**src/rtl/seq_shift_sub_divider_if.sv**
```systemverilog
// Operand/result bundle for the sequential shift-subtract divider.
//
// Handshake: the requester raises start together with dividend/divisor; the
// divider accepts on a rising clk edge where start==1 and busy==0 (state IDLE or
// DONE). Operands are captured on that edge only and may change afterwards.
// While busy==1 start is ignored, with no queuing. done pulses for exactly one
// cycle when quotient/remainder/div_by_zero become valid. These results hold
// until the next operation completes. dbg_state mirrors the internal FSM state.
`timescale 1ns/1ps
interface seq_shift_sub_divider_if #(
    parameter int WIDTH = 4
);
    logic             start;
    logic [WIDTH-1:0] dividend;
    logic [WIDTH-1:0] divisor;
    logic             busy;
    logic             done;
    logic [WIDTH-1:0] quotient;
    logic [WIDTH-1:0] remainder;
    logic             div_by_zero;
    logic [1:0]       dbg_state;

    modport master (
        output start, dividend, divisor,
        input  busy, done, quotient, remainder, div_by_zero, dbg_state
    );

    modport slave (
        input  start, dividend, divisor,
        output busy, done, quotient, remainder, div_by_zero, dbg_state
    );
endinterface

```
**src/rtl/seq_shift_sub_divider.sv**
```systemverilog
// Sequential unsigned restoring divider: one quotient bit per clock.
// IDLE -> RUN (WIDTH steps) -> DONE (one-cycle done pulse) -> IDLE, with
// back-to-back acceptance straight out of DONE.
`timescale 1ns/1ps
module seq_shift_sub_divider #(
    parameter int WIDTH = 4
) (
    input  logic                  clk,
    input  logic                  rst,
    seq_shift_sub_divider_if.slave bus
);
    localparam int CW = (WIDTH > 2) ? $clog2(WIDTH) : 1;

    localparam logic [1:0] ST_IDLE = 2'd0;
    localparam logic [1:0] ST_RUN  = 2'd1;
    localparam logic [1:0] ST_DONE = 2'd2;

    logic [1:0]       r_state;
    logic [CW-1:0]    r_count;
    logic [WIDTH-1:0] r_div;
    logic [WIDTH-1:0] r_q;
    // The partial remainder never exceeds divisor-1 between steps, so its
    // top bit would always be zero; only the shifted value needs WIDTH+1 bits.
    logic [WIDTH-1:0] r_rem;
    logic [WIDTH-1:0] r_quot;
    logic [WIDTH-1:0] r_remo;
    logic             r_dbz;

    logic             w_accept;
    logic             w_last;
    logic [WIDTH:0]   w_shift;
    logic [WIDTH:0]   w_diff;
    logic             w_ge;
    logic [WIDTH-1:0] w_rem_next;
    logic [WIDTH-1:0] w_q_next;

    // One restoring step: shift in the next dividend bit, trial-subtract on
    // WIDTH+1 bits; no borrow out means the shifted value was >= divisor.
    always_comb begin
        w_accept   = bus.start && (r_state == ST_IDLE || r_state == ST_DONE);
        w_last     = (r_count == CW'(WIDTH - 1));
        w_shift    = {r_rem, r_q[WIDTH-1]};
        w_diff     = w_shift - {1'b0, r_div};
        w_ge       = ~w_diff[WIDTH];
        w_rem_next = w_ge ? w_diff[WIDTH-1:0] : w_shift[WIDTH-1:0];
        w_q_next   = {r_q[WIDTH-2:0], w_ge};
    end

    // FSM, iteration datapath and result registers.
    always_ff @(posedge clk or posedge rst) begin
        if (rst) begin
            r_state <= ST_IDLE;
            r_count <= '0;
            r_div   <= '0;
            r_q     <= '0;
            r_rem   <= '0;
            r_quot  <= '0;
            r_remo  <= '0;
            r_dbz   <= 1'b0;
        end else if (w_accept) begin
            r_div   <= bus.divisor;
            r_q     <= bus.dividend;
            r_rem   <= '0;
            r_count <= '0;
            r_state <= ST_RUN;
        end else if (r_state == ST_RUN) begin
            r_rem   <= w_rem_next;
            r_q     <= w_q_next;
            r_count <= r_count + CW'(1);
            if (w_last) begin
                r_quot  <= w_q_next;
                r_remo  <= w_rem_next;
                r_dbz   <= (r_div == '0);
                r_state <= ST_DONE;
            end
        end else if (r_state != ST_IDLE) begin
            // DONE without a new request, or an unused encoding.
            r_state <= ST_IDLE;
        end
    end

    assign bus.busy        = (r_state == ST_RUN);
    assign bus.done        = (r_state == ST_DONE);
    assign bus.quotient    = r_quot;
    assign bus.remainder   = r_remo;
    assign bus.div_by_zero = r_dbz;
    assign bus.dbg_state   = r_state;
endmodule
```
**src/flat_wrapper.sv**
```systemverilog
// flat-port wrapper written by rule: the top's interface ports become plain ports
module seq_shift_sub_divider_flat 
#(
    parameter int WIDTH = 4
)
  (clk, rst, bus_start, bus_dividend, bus_divisor, bus_busy, bus_done, bus_quotient, bus_remainder, bus_div_by_zero, bus_dbg_state);
  seq_shift_sub_divider_if #(.WIDTH(WIDTH)) bus_i ();
  input  logic clk;
  input  logic rst;
  input wire logic [$bits(bus_i.start)-1:0] bus_start;
  input wire logic [$bits(bus_i.dividend)-1:0] bus_dividend;
  input wire logic [$bits(bus_i.divisor)-1:0] bus_divisor;
  output wire logic [$bits(bus_i.busy)-1:0] bus_busy;
  output wire logic [$bits(bus_i.done)-1:0] bus_done;
  output wire logic [$bits(bus_i.quotient)-1:0] bus_quotient;
  output wire logic [$bits(bus_i.remainder)-1:0] bus_remainder;
  output wire logic [$bits(bus_i.div_by_zero)-1:0] bus_div_by_zero;
  output wire logic [$bits(bus_i.dbg_state)-1:0] bus_dbg_state;
  assign bus_i.start = bus_start;
  assign bus_i.dividend = bus_dividend;
  assign bus_i.divisor = bus_divisor;
  assign bus_busy = bus_i.busy;
  assign bus_done = bus_i.done;
  assign bus_quotient = bus_i.quotient;
  assign bus_remainder = bus_i.remainder;
  assign bus_div_by_zero = bus_i.div_by_zero;
  assign bus_dbg_state = bus_i.dbg_state;
  seq_shift_sub_divider #(.WIDTH(WIDTH)) u_core (.clk(clk), .rst(rst), .bus(bus_i));
endmodule
```
**config.mk**
```make
export PLATFORM = sky130hd
export DESIGN_NAME = seq_shift_sub_divider_flat
export DESIGN_NICKNAME = d
export VERILOG_FILES = /design/src/rtl/seq_shift_sub_divider_if.sv /design/src/rtl/seq_shift_sub_divider.sv /design/src/flat_wrapper.sv
export SDC_FILE = /design/constraint.sdc
export NUM_CORES = 1
export LEC_CHECK = 0
export CORE_ASPECT_RATIO = 1.2
export CORE_MARGIN = 4
export CORE_UTILIZATION = 50
export CTS_BUF_LIST = sky130_fd_sc_hd__clkbuf_16
export CTS_CLUSTER_DIAMETER = 40
export DETAILED_ROUTE_END_ITERATION = 6
export DONT_BUFFER_PORTS = 1
export GPL_ROUTABILITY_DRIVEN = 1
export PLACE_DENSITY = 0.65
export SLEW_MARGIN = 20
export SYNTH_ARGS = -nofsm -noshare
export SYNTH_HDL_FRONTEND = slang
export SYNTH_SLANG_ARGS = --single-unit
export TNS_END_PERCENT = 50
```
**constraint.sdc**
```tcl
create_clock -name clk -period 3.1 [get_ports clk]
set_input_delay 0.93 -clock clk [delete_from_list [all_inputs] [get_ports clk]]
set_output_delay 0.93 -clock clk [all_outputs]
set_load 0.01 [all_outputs]
```
==> flow_metrics.tcl, run 1 <==
set metrics [dict create \
    cts_resized 0 \
    n_fill_cell 185 \
    drive_above_1_share_pct 13.6 \
    die_h_um 61.1 \
    final_area_um2 1280 \
    cts_tree "yes" \
    setup_viol 0 \
    tightestPinTransition_ps 905 \
    grt_pass1_vias 741 \
    wl_per_cell_um 14.6 \
    portBuffers 0 \
    cts_buffers 3 \
    tns_ps 0 \
    synth_edf_count 0 \
    synth-simple-area-share_pct 10.8 \
    viasPerCell 5.27 \
    dpl.cell_count 136 \
    min_path_cells 2 \
    cp_cell_sequence "inv_1 -> ha_1 -> fa_1 -> nand2b_1 -> a21oi_2 -> xor2_4 -> mux2_4 -> o21ai_2" \
    cp_slowest_stage_delay_ps 400 \
    worstSetupStartpointType "register" \
    num_antenna_cells 0 \
    cts.sinks 25 \
    r2r_slack_ps 860 \
    grt_pass1_wl_um 3310 \
    antenna_found_initial 0 \
    yosys_warnings 0 \
    cts_setup_buffers 0 \
    p_leak_nw 0.607 \
    status "finished clean" \
    critPathMaxFanout 6 \
    vias 738 \
    crit_start "u_core.r_q[3]" \
    coreArea_um2 2140 \
    cts_htree_levels 1 \
    ctsHoldBuffers 0 \
    hold_class "register to register" \
    min_period_ps 2240 \
    cts.clk_slew.worst_paths_ps 60 \
    synth_fa_ha_area_share_pct 7.04 \
    postRouteAntennaNets 0 \
    synth_common_cells "25 x dfrtp_1, 21 x nand2_1, 8 x o21ai_1, 7 x inv_1, 7 x o21ai_0" \
    place_hpwl_um 1520 \
    synth_xor_area_share_pct 3.84 \
    crit_path_end_kind "register" \
    synth_top_area_share_pct 53.3 \
    ys.flop_type "dfrtp_1" \
    holdWs_ps 506 \
    hold_viol 0 \
    clkLatencyLatePin_ps 250 \
    area_growth_pct 9.38 \
    dieWidth_um 52.2 \
    mappedNetlistNets 125 \
    dieArea_um2 3190 \
    clockBufferDepth 2 \
    cp_slowest_cell "fa_1" \
    slew_headroom_pct 39.6 \
    cts-root-buf "clkbuf_16" \
    routed_wl_um 2040 \
    postPlaceCellArea_um2 1200 \
    critPathArrivalTime_ps 2410 \
    power_mw 1.71 \
    async_reset_ff_share_pct 100 \
    ir_worst_vdd_mv 0.767 \
    drc 0 \
    fmax_ghz 0.446 \
    layout.cells.non_filler 140 \
    finalCritPeriodShare_pct 72.3 \
    synth_compound_area_share_pct 11.4 \
    p_per_area_nw_per_um2 1330 \
    fin_ws_ps 859 \
    drt_iter0_markers 10 \
    gp_congestion 0.838 \
    cp.required_ps 3270 \
    final_core_util_pct 60.0 \
    syn-instance-count 108 \
    start_util_pct 54.9 \
    drtPass1Iterations 2 \
    synth_most_common_cell "dfrtp_1" \
    yosys.area.top_type "dfrtp_1" \
    num_rows 18 \
    synth.mux.area_fraction_pct 9.91 \
    post-place-ws_ps 880 \
    grt_use_total_pct 14.1 \
    r2r-start "u_core.r_q[3]" \
    ys_ff_latch 25 \
    yosysSeqAreaShare_pct 53.3 \
    num_io_pins 24 \
    grt_setup_unrepaired "false" \
    syn_area_um2 1170 \
    clock_skew_ps 1.98 \
    grt_max_degree 26 \
    max_cap_viol_count 0 \
    slew_viol_final 0 \
    overflow 0 \
    synth_area_leaders "dfrtp_1 53%, nand2_1 6.7%, ha_1 5.3%, mux2_2 4.8%, o21ai_1 3.4%" \
    crit_type "register to register" \
    r2r_cells 8 \
    synth.avg_cell_area_um2 10.9 \
    synth_top_family_by_area "compound AO/OA/AOI/OAI gates" \
    ys_types 26 \
    crit_end "u_core.bus.remainder[0]" \
    num-nets-final 128 \
    reg2reg_to "u_core.bus.remainder[0]" \
]
-- area by class of cell --
type	instances	area (µm²)	share of cell area (%)
clock buffer	3	75.1	5.85
multi-input combinational	72	504	39.3
timing repair buffer	1	7.51	0.585
inverter	8	30.0	2.34
tap	30	37.5	2.92
clock inverter	1	3.75	0.292
sequential	25	626	48.7
-- cells by family (layout without fill, tap and decap cells) --
group                    count (synthesis)  count (layout)
AND/OR/NAND/NOR                         30              30
AO/OA/AOI/OAI                           23              23
XOR/XNOR                                 3               3
buffers and inverters                   11              13
flip-flops                              25              25
multiplexers                            10              10
adder cells (fa/ha/maj)                  6               6
-- layout by cell type, fill, tap and decap left out, types with 2 or more instances in the layout --
cell type | Yosys | routed
mux2i_1 | 3 | 3
mux2_2 | 5 | 5
dfrtp_1 | 25 | 25
ha_1 | 5 | 5
a22oi_1 | 2 | 2
inv_1 | 7 | 8
mux2_4 | 2 | 2
a21oi_1 | 2 | 2
nand2_1 | 21 | 21
nor2b_1 | 2 | 2
nand2b_1 | 2 | 2
o21ai_0 | 7 | 7
o21ai_1 | 8 | 8
nor2_1 | 4 | 4
clkbuf_16 | 0 | 3
-- worst max-delay path: cells and delay by family (launching register included) --
kind	cells	cell delay (ps)
buf+inv	1	70
compound gates	2	350
mux	1	350
xor+xnor	1	290
fa+ha+maj	2	620
simple gates	1	170
flops	1	320
-- worst min-delay path by stage --
stage	startpoint	slack, ps	to
floorplan	u_core.r_q[2]	460	u_core.r_q[2]
global placement	u_core.r_count[1]	490	u_core.r_count[1]
detailed placement	u_core.r_count[1]	490	u_core.r_count[1]
CTS	u_core.r_count[1]	510	u_core.r_count[1]
global route	u_core.r_count[1]	530	u_core.r_count[1]
finish	u_core.r_q[2]	510	u_core.r_q[2]
-- registers in the layout, summed over array words and instances (netlist names) --
register and count:
u_core.r_count 2, u_core.r_rem 4, u_core.bus.dbg_state 2, u_core.r_q 4, u_core.bus.div_by_zero 1, u_core.r_div 4, u_core.bus.quotient 4, u_core.bus.remainder 4
-- per-layer routing --
| layer | GRT usage (%) | up-vias | routed length (µm) |
|---|---|---|---|
| met4 | 6.57 | 0 | 13 |
| li1 | - | 364 | - |
| met2 | 24.8 | 11 | 1080 |
| met5 | 0 | - | 0 |
| met3 | 1.94 | 2 | 64 |
| met1 | 17.4 | 361 | 879 |
-- where the power goes --
part | switching (mW) | internal [mW] | total (mW)
Combinational | 0.438 | 0.367 | 0.805
Clock | 0.100 | 0.172 | 0.272
Sequential | 0.144 | 0.487 | 0.631
No activity file was read; power rests on OpenSTA's default activity.
==> run 2, diff against run 1 <==
Settings changed: PLACE_DENSITY 0.65 to 0.68.
Clock period 3.1 ns to 1.8 ns, I/O delays scaled along.
==> run 2 against run 1 <==
The run now ends with setup timing left. First-iteration DRC count is 40% lower. Worst setup slack worse by 1100 ps. Count of clock-buffer cells in the layout stayed put. Via count is 9.3% higher. Non-clock buffer count is 15 higher. Critical path depth is 1 lower. Sequential share of layout area is 4.7 points lower. Largest power group unchanged. Highest routed layer unchanged.
==> flow_metrics.tcl, run 2 (synthesis results as in run 1) <==
set metrics [dict create \
    layout.cells.non_filler 155 \
    wl_per_cell_um 14.9 \
    drc 0 \
    internal_power_mw 2.08 \
    clock_skew_ps 3.99 \
    area_growth_pct 21.0 \
    start_util_pct 54.9 \
    critPathArrivalTime_ps 2230 \
    violations "setup timing" \
    fmax_ghz 0.489 \
    portBuffers 0 \
    cp_cell_sequence "ha_2 -> fa_2 -> nand2b_4 -> a21oi_4 -> xor2_4 -> mux2_4 -> o21ai_2" \
    post-place-ws_ps -251 \
    coreArea_um2 2140 \
    dieWidth_um 52.2 \
    cts_htree_levels 1 \
    postRouteAntennaNets 0 \
    grt_pass1_wl_um 4030 \
    grt_use_total_pct 17.7 \
    cts_tree "yes" \
    drive_above_1_share_pct 27.2 \
    tns_ps -2160 \
    reg2reg_to "u_core.bus.remainder[0]" \
    drt_iter0_markers 6 \
    cts.clk_slew.worst_paths_ps 60 \
    num-nets-final 143 \
    r2r-start "u_core.r_div[0]" \
    dieArea_um2 3190 \
    ctsHoldBuffers 0 \
    antenna_found_initial 0 \
    power_mw 3.41 \
    max_cap_viol_count 0 \
    slew_headroom_pct 79.4 \
    hold_viol 0 \
    clkLatencyLatePin_ps 260 \
    place_hpwl_um 1790 \
    grt_max_degree 26 \
    crit_path_end_kind "register" \
    r2r_slack_ps -240 \
    cts-root-buf "clkbuf_16" \
    crit_start "u_core.r_div[0]" \
    ir_worst_vdd_mv 1.18 \
    crit_type "register to register" \
    cp.required_ps 1980 \
    hold_class "primary input to async pin" \
    pwr-share-clk_pct 14.0 \
    grt_setup_unrepaired "true" \
    num_io_pins 24 \
    mostFrequentLayoutCell "dfrtp_1" \
    gp_congestion 0.833 \
    multi_input_area_um2 528 \
    min_period_ps 2040 \
    num_rows 18 \
    slew_viol_final 0 \
    overflow 0 \
    viasPerCell 5.21 \
    routed_wl_um 2320 \
    pwr-share-comb_pct 54.3 \
    cp_slowest_cell "dfrtp_1" \
    cts_buffers 3 \
    vias 807 \
    most-common-layout-cells "25 x dfrtp_1, 21 x nand2_1, 16 x buf_4" \
    die_h_um 61.1 \
    final_area_um2 1420 \
    dpl.cell_count 150 \
    setup_viol 10 \
    worstSetupStartpointType "register" \
    cts.sinks 25 \
    num_antenna_cells 0 \
    fin_ws_ps -244 \
    postPlaceCellArea_um2 1330 \
    seqCellArea_um2 626 \
    tightestPinTransition_ps 310 \
    crit_end "u_core.bus.remainder[0]" \
    clockBufferDepth 2 \
    grt_pass1_vias 885 \
    finalCritPeriodShare_pct 114 \
    drtPass1Iterations 3 \
    status "finished, violations left" \
    sw_frac_of_total_pct 38.9 \
    p_seq_share_pct 31.7 \
    r2r_cells 7 \
    n_fill_cell 171 \
    switching_power_mw 1.33 \
    p_per_area_nw_per_um2 2400 \
    p_leak_nw 0.685 \
    cp_slowest_stage_delay_ps 380 \
    critPathMaxFanout 5 \
]
[run 2: changes by cell type in the layout (fill, tap and decap cells not counted), sizes merged]
cell,change
buf,+15
[run 2: power groups by stage]
stage / Sequential, mW / Clock (mW) / Combinational (mW)
detailed placement: 1.09 / 0 / 1.80
finish: 1.08 / 0.477 / 1.85
global placement: 1.08 / 0 / 1.73
CTS: 1.08 / 0.491 / 1.87
floorplan: 1.04 / 0 / 1.27
global route: 1.12 / 0.518 / 2.06
[run 2: worst min-delay path by stage]
| stage | depth (start not counted) | startpoint | endpoint |
|---|---|---|---|
| after floorplan | 2 | u_core.r_q[2] | u_core.r_q[2] |
| after global placement | 1 | u_core.r_count[0] | u_core.r_count[0] |
| after detailed placement | 1 | u_core.r_count[0] | u_core.r_count[0] |
| after CTS | 2 | rst | u_core.r_q[0] |
| after global routing | 2 | rst | u_core.r_q[0] |
| final | 2 | rst | u_core.bus.dbg_state[1] |
[run 2: worst max-delay path: cells and delay by family (launching register included)]
kind,cells,cell delay (ps)
muxes,1,340
and+or+nand+nor,1,150
DFF,1,380
xor gates and xnor gates,1,260
adders and majority gates,2,560
AOI/OAI and AO/OA,2,280
[run 2: layer usage]
metal | track usage, % | vias up | routed length (µm)
li1 | - | 393 | -
met1 | 20.1 | 388 | 925
met2 | 30.0 | 19 | 1210
met3 | 5.57 | 7 | 109
met4 | 9.49 | 0 | 75
met5 | 0 | - | 0
[run 2: repair_timing]
action | CTS | global route
resized for setup | 0 | 1
setup endpoints to repair | 10 | 10
buffers inserted | 1 | 0
pin swaps | 5 | 0
[run 2: metrics by stage]
stage	hold slack (ps)	utilization, %
final	218	66.4
after global routing	249	66.4
after CTS	227	66.2
after detailed placement	493	62.2
after global placement	488	62.2
after floorplan	464	-
[run 2: final cells by class]
type                       instances  share of cell area (%)
multi-input combinational         72                    37.2
tap                               30                    2.64
timing repair buffer              16                    8.46
clock buffer                       3                    5.29
clock inverter                     1                   0.264
inverter                           8                    2.11
sequential                        25                    44.1
==> edit (config.mk and constraints of run 2) <==
`WIDTH` is set to 4 in 3 places; all go to 8.
--- a/src/rtl/seq_shift_sub_divider_if.sv
+++ b/src/rtl/seq_shift_sub_divider_if.sv
@@ -8,7 +8,7 @@
 // until the next operation completes. dbg_state mirrors the internal FSM state.
 `timescale 1ns/1ps
 interface seq_shift_sub_divider_if #(
-    parameter int WIDTH = 4
+    parameter int WIDTH = 8
 );
     logic             start;
     logic [WIDTH-1:0] dividend;
--- a/src/rtl/seq_shift_sub_divider.sv
+++ b/src/rtl/seq_shift_sub_divider.sv
@@ -3,7 +3,7 @@
 // back-to-back acceptance straight out of DONE.
 `timescale 1ns/1ps
 module seq_shift_sub_divider #(
-    parameter int WIDTH = 4
+    parameter int WIDTH = 8
 ) (
     input  logic                  clk,
     input  logic                  rst,
--- a/src/flat_wrapper.sv
+++ b/src/flat_wrapper.sv
@@ -1,7 +1,7 @@
 // flat-port wrapper written by rule: the top's interface ports become plain ports
 module seq_shift_sub_divider_flat 
 #(
-    parameter int WIDTH = 4
+    parameter int WIDTH = 8
 )
   (clk, rst, bus_start, bus_dividend, bus_divisor, bus_busy, bus_done, bus_quotient, bus_remainder, bus_div_by_zero, bus_dbg_state);
   seq_shift_sub_divider_if #(.WIDTH(WIDTH)) bus_i ();
Interface: changed (resized bus_dividend, bus_divisor, bus_quotient and bus_remainder); port bits go from 24 to 40. The function was not compared with the original's and may differ.
==> edit against run 2 <==
The run still ends with negative setup slack left. Via count up 120%. Worst setup slack worse by 0.28 ns. Area after synthesis up 97%. Core utilization up 0.76 points. Sequential cell count up 21. Design area up 110%. Wire length up 140%.
Power is not shown: default switching activity piles up to over one toggle a cycle in this logic, so the estimate is an artifact.
==> edit: results (changes against run 2) <==
GP Congestion 0.855 (was 0.833); worst-skew pair later-pin latency 0.29 ns (was 0.26 ns); post-synthesis cell type count 41 (was 26); 1st-pass router iterations 4 (was 3); Worst Clk Skew 0.00579 ns (was 0.00399 ns); data arrival time of the critical path 2.54 ns (was 2.23 ns); All-Layer GR Usage 0.203 (was 0.177); Root Driver clkbuf_16 (unchanged); I/O Buffers 0 (unchanged); # setup viols final 18 (was 10); first-pass GRT wire length 8970 um (was 4030 um); drt first-iter violations 77 (was 6); final setup margin -0.522 ns (was -0.244 ns); Detailed Place HPWL 3880 um (was 1790 um); crit-path max FO 7 (was 5); layout cell share with drive strength beyond 1 0.309 (was 0.272); status finished, violations left (unchanged); synth cell count leaders 46 x dfrtp_1, 45 x nand2_1, 16 x o21ai_0 (was 25 x dfrtp_1, 21 x nand2_1, 8 x o21ai_1); Post-CTS Resized 7 (was 0); H-tree levels 2 (was 1); total CTS buffers 5 (was 3); slew margin rel. 0.528 (was 0.794); nets 298 (was 143); Vias per Instance 5.55 (was 5.21); number of global-route vias before repair 1886 (was 885); Top delay family on crit path compound AO/OA/AOI/OAI gates (was adder cells); ys async rst share 1.00 (unchanged); Area contributors post-synth dfrtp_1 50%, nand2_1 7.3%, ha_1 5.4% (was dfrtp_1 53%, nand2_1 6.7%, ha_1 5.3%); register area share after synthesis 0.497 (was 0.533); Routed WL 5470 um (was 2320 um); largest net degree at the start of global routing 47 (was 26); syn nets 257 (was 125); failing checks negative setup slack (unchanged); post-CTS setup buffers 2 (was 1)
-- edit: cell count changes after synthesis, moves of 6 or more --
cell	delta
o21ai_0	+9
clkbuf_1	+7
dfrtp_1	+21
nand2_1	+24
mux2i_1	+6
o21ai_1	+6
inv_1	+8
-- edit: cells by family after synthesis --
family	after synthesis	synth area share
xor+xnor	4	0.0151
simple gates	65	0.121
flops	46	0.497
buf+inv	24	0.0394
compound gates	58	0.176
fa+ha+maj	11	0.0627
mux	19	0.0891
-- edit: cell type report --
cell class | instances | area, um2
inverters | 15 | 56.3
clock inverters | 3 | 48.8
fillers | 365 | 1430
clock buffers | 5 | 125
flip-flops and latches | 46 | 1150
repair buffers | 43 | 348
multi-input cells | 157 | 1130
well taps | 56 | 70.1
-- edit: metrics by stage --
step                      instance area (um2)  setup TNS, ns  cells  setup WS, ns
after floorplan                          2330          -9.76    227        -0.634
after detailed placement                 2690         -10.06    314        -0.639
final                                    2930          -8.45    325        -0.522
after global routing                     2930         -10.12    325        -0.601
after global placement                   2690          -9.04    314        -0.555
after CTS                                2910          -8.62    324        -0.533
-- edit: layer usage --
layer / part of all wire / track usage
met3: 0.044 / 0.0521
met2: 0.54 / 0.376
met4: 0.029 / 0.0996
met1: 0.39 / 0.218
met5: 0 / 0
-- edit: path summary, 6_finish.rpt --
kind / start / endpoint / slack, ns / depth (start not counted)
worst min register to register: u_core.r_count[2] / u_core.r_count[2] / 0.51 / 1
max in group asynchronous: rst / u_core.r_div[3] / 1.42 / 2
worst max register to register: u_core.r_q[7] / u_core.bus.remainder[5] / -0.52 / 10
worst max-delay path: u_core.r_q[7] / u_core.bus.remainder[5] / -0.52 / 10
worst min-delay path: rst / u_core.bus.quotient[0] / 0.16 / 2
min in group clk: bus_dividend[1] / u_core.r_q[1] / 0.36 / 2
